File: config.mk
export PLATFORM = sky130hd
export DESIGN_NAME = baby_cycle_sequencer_flat
export DESIGN_NICKNAME = d
export VERILOG_FILES = /design/src/rtl/baby_cycle_sequencer_if.sv /design/src/rtl/baby_cycle_sequencer.sv /design/src/flat_wrapper.sv
export SDC_FILE = /design/constraint.sdc
export NUM_CORES = 1
export LEC_CHECK = 0
export ABC_CLOCK_PERIOD_IN_PS = 1670
export CELL_PAD_IN_SITES_DETAIL_PLACEMENT = 2
export CELL_PAD_IN_SITES_GLOBAL_PLACEMENT = 2
export CORE_MARGIN = 2
export CORE_UTILIZATION = 32
export CTS_CLUSTER_SIZE = 30
export DETAILED_ROUTE_END_ITERATION = 8
export DONT_BUFFER_PORTS = 1
export HOLD_SLACK_MARGIN = 0.08
export MAX_ROUTING_LAYER = met4
export PLACE_DENSITY_LB_ADDON = 0.1
export SYNTH_ARGS = -nofsm -noshare
export SYNTH_HDL_FRONTEND = slang
export SYNTH_SLANG_ARGS = --single-unit
File: constraint.sdc
create_clock -name CLK -period 1.67 [get_ports CLK]
set_input_delay 0.167 -clock CLK [delete_from_list [all_inputs] [get_ports CLK]]
set_output_delay 0.167 -clock CLK [all_outputs]
set_load 0.02 [all_outputs]
File: src/rtl/baby_cycle_sequencer_if.sv
// Front-panel controls and beat-enable outputs of the Baby cycle sequencer.
// The panel/decoder side uses master; the sequencer uses slave.
interface baby_cycle_sequencer_if #(
  parameter int COUNT_WIDTH = 8
);
  logic                   RUN;
  logic                   STEP;
  logic                   STOP;
  logic                   FETCH;
  logic                   DECODE;
  logic                   EXECUTE;
  logic                   WRITEBACK;
  logic                   BEAT_STROBE;
  logic                   BUSY;
  logic                   HALTED;
  logic [COUNT_WIDTH-1:0] INSTR_COUNT;

  modport master (
    output RUN, STEP, STOP,
    input  FETCH, DECODE, EXECUTE, WRITEBACK, BEAT_STROBE, BUSY, HALTED, INSTR_COUNT
  );

  modport slave (
    input  RUN, STEP, STOP,
    output FETCH, DECODE, EXECUTE, WRITEBACK, BEAT_STROBE, BUSY, HALTED, INSTR_COUNT
  );
endinterface

File: src/rtl/baby_cycle_sequencer.sv
// Baby cycle sequencer: FETCH/DECODE/EXECUTE/WRITEBACK beats of BEAT_CLOCKS clocks each.
// Optional instruction counter enabled by defining SEQUENCER_INSTR_COUNT_EN.
module baby_cycle_sequencer #(
  parameter int PROPAGATION_DELAY = 12,
  parameter int BEAT_CLOCKS       = 4,
  parameter int COUNT_WIDTH       = 8
) (
  input logic                  CLK,
  input logic                  CLR_n,
  baby_cycle_sequencer_if.slave bus
);
  localparam int CW = $clog2(BEAT_CLOCKS);
  localparam logic [CW-1:0] LAST = CW'(BEAT_CLOCKS - 1);

  if (BEAT_CLOCKS < 2 || BEAT_CLOCKS > 16 || PROPAGATION_DELAY < 0) begin : g_bad_param
    $error("baby_cycle_sequencer: BEAT_CLOCKS must be 2..16");
  end

  typedef enum logic [2:0] {
    S_IDLE, S_FETCH, S_DECODE, S_EXECUTE, S_WRITEBACK, S_HALT
  } state_e;

  state_e        state_q, state_d;
  logic [CW-1:0] cnt_q, cnt_d;
  logic          step_q, step_d;
  logic          stop_q, stop_d;
  logic          step_prev_q;
  logic          beat, terminal, wb_done, step_rise;

  assign beat      = (state_q == S_FETCH) || (state_q == S_DECODE) ||
                     (state_q == S_EXECUTE) || (state_q == S_WRITEBACK);
  assign terminal  = beat && (cnt_q == LAST);
  assign wb_done   = (state_q == S_WRITEBACK) && terminal;
  assign step_rise = bus.STEP && !step_prev_q;

  always_ff @(posedge CLK) begin
    if (!CLR_n) begin
      state_q     <= S_IDLE;
      cnt_q       <= '0;
      step_q      <= 1'b0;
      stop_q      <= 1'b0;
      step_prev_q <= 1'b0;
    end else begin
      state_q     <= state_d;
      cnt_q       <= cnt_d;
      step_q      <= step_d;
      stop_q      <= stop_d;
      step_prev_q <= bus.STEP;
    end
  end

  always_comb begin
    state_d = state_q;
    cnt_d   = cnt_q;
    stop_d  = stop_q;
    if (beat) cnt_d = terminal ? '0 : cnt_q + CW'(1);
    unique case (state_q)
      S_IDLE:      if (bus.RUN || step_q) state_d = S_FETCH;
      S_FETCH:     if (terminal) state_d = S_DECODE;
      S_DECODE:    if (terminal) state_d = S_EXECUTE;
      S_EXECUTE: begin
        if (bus.STOP) stop_d = 1'b1;
        if (terminal) state_d = S_WRITEBACK;
      end
      S_WRITEBACK: if (terminal) begin
        if (stop_q) begin
          state_d = S_HALT;
          stop_d  = 1'b0;
        end else if (bus.RUN || step_q) state_d = S_FETCH;
        else state_d = S_IDLE;
      end
      S_HALT:      if (!bus.RUN && !bus.STEP) state_d = S_IDLE;
      default:     state_d = S_IDLE;
    endcase
    // A fresh STEP edge on the same clock as a service still counts as a new request.
    step_d = ((state_d == S_FETCH && state_q != S_FETCH) ? 1'b0 : step_q) |
             (step_rise && !bus.RUN);
  end

  always_comb begin
    bus.FETCH       = (state_q == S_FETCH);
    bus.DECODE      = (state_q == S_DECODE);
    bus.EXECUTE     = (state_q == S_EXECUTE);
    bus.WRITEBACK   = (state_q == S_WRITEBACK);
    bus.BEAT_STROBE = beat && (cnt_q == '0);
    bus.BUSY        = beat;
    bus.HALTED      = (state_q == S_HALT);
  end

`ifdef SEQUENCER_INSTR_COUNT_EN
  logic [COUNT_WIDTH-1:0] icnt_q;

  always_ff @(posedge CLK) begin
    if (!CLR_n)       icnt_q <= '0;
    else if (wb_done) icnt_q <= icnt_q + COUNT_WIDTH'(1);
  end

  assign bus.INSTR_COUNT = icnt_q;
`else
  assign bus.INSTR_COUNT = '0;
`endif
endmodule

File: src/flat_wrapper.sv
// flat-port wrapper written by rule: the top's interface ports become plain ports
module baby_cycle_sequencer_flat 
#(
  parameter int PROPAGATION_DELAY = 12,
  parameter int BEAT_CLOCKS       = 4,
  parameter int COUNT_WIDTH       = 8
)
  (CLK, CLR_n, bus_RUN, bus_STEP, bus_STOP, bus_FETCH, bus_DECODE, bus_EXECUTE, bus_WRITEBACK, bus_BEAT_STROBE, bus_BUSY, bus_HALTED, bus_INSTR_COUNT);
  baby_cycle_sequencer_if #(.COUNT_WIDTH(COUNT_WIDTH)) bus_i ();
  input logic CLK;
  input logic CLR_n;
  input wire logic [$bits(bus_i.RUN)-1:0] bus_RUN;
  input wire logic [$bits(bus_i.STEP)-1:0] bus_STEP;
  input wire logic [$bits(bus_i.STOP)-1:0] bus_STOP;
  output wire logic [$bits(bus_i.FETCH)-1:0] bus_FETCH;
  output wire logic [$bits(bus_i.DECODE)-1:0] bus_DECODE;
  output wire logic [$bits(bus_i.EXECUTE)-1:0] bus_EXECUTE;
  output wire logic [$bits(bus_i.WRITEBACK)-1:0] bus_WRITEBACK;
  output wire logic [$bits(bus_i.BEAT_STROBE)-1:0] bus_BEAT_STROBE;
  output wire logic [$bits(bus_i.BUSY)-1:0] bus_BUSY;
  output wire logic [$bits(bus_i.HALTED)-1:0] bus_HALTED;
  output wire logic [$bits(bus_i.INSTR_COUNT)-1:0] bus_INSTR_COUNT;
  assign bus_i.RUN = bus_RUN;
  assign bus_i.STEP = bus_STEP;
  assign bus_i.STOP = bus_STOP;
  assign bus_FETCH = bus_i.FETCH;
  assign bus_DECODE = bus_i.DECODE;
  assign bus_EXECUTE = bus_i.EXECUTE;
  assign bus_WRITEBACK = bus_i.WRITEBACK;
  assign bus_BEAT_STROBE = bus_i.BEAT_STROBE;
  assign bus_BUSY = bus_i.BUSY;
  assign bus_HALTED = bus_i.HALTED;
  assign bus_INSTR_COUNT = bus_i.INSTR_COUNT;
  baby_cycle_sequencer #(.PROPAGATION_DELAY(PROPAGATION_DELAY), .BEAT_CLOCKS(BEAT_CLOCKS), .COUNT_WIDTH(COUNT_WIDTH)) u_core (.CLK(CLK), .CLR_n(CLR_n), .bus(bus_i));
endmodule
==> flow_summary.ini <==
[cts]
numCtsBuffers = 3
clk_path_buf_depth = 2
root_buffer = clkbuf_4
clk_pin_slew_ns = 0.05
cts_max_level = 1
clkSinkCount = 8
cts_tree = done
worstSkewPairLatency_ns = 0.25

[power_and_ir_drop]
leakage_nw = 0.265
vdd_drop_max_uv = 430
power.density_nw_per_um2 = 713

[floorplan]
num_rows = 15
die_x_um = 46.2
die_y_um = 46.2
die_area_um2 = 2140
io_pins = 20
core_um2 = 1710
initial_core_util = 0.334

[synth]
synth_area_leaders = dfxtp_1 (28%), buf_4 (11%), ha_1 (4.4%), buf_6 (3.9%), o21a_1 (3.9%)
synth_cell_types = 31
yosysSeqAreaShare = 0.281
synthesis.area_um2 = 571
syn_inst = 68
async_reset_ff_frac = 0
synth_top_area_frac = 0.281
avgSynthCellArea_um2 = 8.39
synth-seq-cells = 8
yosysWarnings = 0
ys_top_cells_by_count = buf_4 (8), dfxtp_1 (8), a21oi_1 (4), nor3_1 (4), o21ai_0 (4)
synth_largest_area_cell = dfxtp_1
synth-edff-count = 0
synth_flop_cell = dfxtp_1

[hold_path]
min_to = u_core.stop_q
hold_path_class = in2reg
min_path_cells = 2
hold_start = bus_STOP

[grt]
grt_pass1_wl_mm = 2.35
grt_max_degree = 13
track_usage = 0.168
globalRoute.totalOverflow = 0
antenna_found_initial = 0
grt_pass1_vias = 480

[outcome]
outcome = finished clean

[route]
wl_per_cell_um = 14.2
dr.pass1.iters = 4
vias = 493
final_antenna_net_count = 0
drt-vias-per-instance = 4.93
finalWirelength_mm = 1.42
drtIter0Drc = 4
drc = 0

[critical_path]
worstPathRequired_ns = 1.50
start_kind = flop
crit_fanout = 9
crit_path_end_kind = primary output
r2r_slack_ns = 0.21
r2r_cells = 5
arrival_ns = 1.43
critPathKind = reg2out
r2r_end = u_core.state_q[0]
r2r-start = u_core.cnt_q[0]

[job]
max-cap-violations = 0

[final_layout]
insertedDiodeCount = 0
design_area_um2 = 638
nFillCells = 214
drive_above_1_share = 0.200
syn_to_final_growth_pct = 11.8
nNetsFinal = 84

[placement]
globalplace.congestion = 0.828
io_buffers = 0
placed_cell_area_um2 = 578
dpl.hpwl_mm = 1.12

[timing]
max_freq_mhz = 627
fin_crit_sh = 0.955
clock_skew_ns = 0.000287
hold_viol = 0
period_minus_slack_ns = 1.60
rsz0062_at_grt = false
setup_tns_ns = 0
finalMaxSlewViolations = 0
setup_violations = 0
[flip-flops by register name, summed over array words and instances (netlist names)]
name / cells
u_core.cnt_q: 2
u_core.step_prev_q: 1
u_core.step_q: 1
u_core.stop_q: 1
u_core.state_q: 3
[layer usage]
| metal | wire [um] | GRT usage | vias up |
|---|---|---|---|
| met2 | 663 | 0.242 | 20 |
| met1 | 656 | 0.223 | 233 |
| met3 | 98 | 0.0627 | 0 |
| met5 | 0 | - | - |
| met4 | 0 | 0.0343 | 0 |
| li1 | - | - | 240 |
[metrics by stage]
stage           util  cells  power [W]  hold WS (ns)  setup WS, ns
6_report       0.374    100   0.000455        0.0919        0.0748
5_1_grt        0.374    100   0.000491        0.0860        0.0161
4_1_cts        0.371    100   0.000463        0.0854       0.00915
3_5_place_dp   0.338     94   0.000309         0.294         0.191
3_3_place_gp   0.338     94   0.000305         0.290         0.227
2_1_floorplan      -     75   0.000300         0.284         0.390
[cells by family after synthesis]
family / Yosys count / share of synthesized area
other cells: 1 / 0.00657
fa+ha+maj: 2 / 0.0439
simple gates: 25 / 0.263
flops: 8 / 0.281
xor+xnor: 1 / 0.0154
buf+inv: 14 / 0.173
compound gates: 17 / 0.217
[layout by cell type, fill, tap and decap left out, drive strengths merged, types with 2 or more instances in the layout]
master and instances:
clkbuf 3, nor2 3, nor3 4, dlygate4sd3 3
nor3b 2, inv 3, nand2b 3, o21ai 4
buf 5, dfxtp 8, nor2b 3, conb 8
a21oi 4, o21a 3, ha 2, nand3 2
and2 2
[power breakdown]
part	switching (W)	total, W	internal, W
Combinational	0.0000629	0.0000972	0.0000343
Sequential	0.0000118	0.000214	0.000202
Clock	0.0000619	0.000144	0.0000820
Total	0.000137	0.000455	0.000318
[worst max-delay path, cell delays in order (launching register included)]
cell	delay [ns]
dfxtp_2	0.36
buf_4	0.17
or3_1	0.37
and3_1	0.27
[layout make-up]
cell class,instances,area (um2),area share
clock buffer,3,22.5,0.0353
inverter,3,11.3,0.0176
multi-input combinational,53,343,0.537
sequential,8,163,0.255
tap,25,31.3,0.0490
timing repair buffer,8,67.6,0.106
[worst max path at each step]
| stage | from | slack (ns) | endpoint | depth (start not counted) |
|---|---|---|---|---|
| final | u_core.state_q[0] | 0.07 | bus_BEAT_STROBE | 3 |
| after global routing | u_core.state_q[0] | 0.02 | bus_BEAT_STROBE | 3 |
| after floorplan | u_core.cnt_q[0] | 0.39 | u_core.state_q[0] | 4 |
| after global placement | u_core.state_q[1] | 0.23 | u_core.state_q[0] | 3 |
| after detailed placement | u_core.state_q[1] | 0.19 | u_core.state_q[0] | 3 |
| after CTS | u_core.state_q[1] | 0.009 | bus_DECODE | 2 |
[what timing repair did]
| action | in CTS | in global routing |
|---|---|---|
| endpoints found under the hold margin | 4 | 0 |
| setup buffers | 0 | 0 |
| hold buffers | 3 | 0 |
| gates resized for setup | 2 | 2 |
| endpoints found under the setup margin | 2 | 2 |
Note: power is estimated with default switching activity, not from simulation.
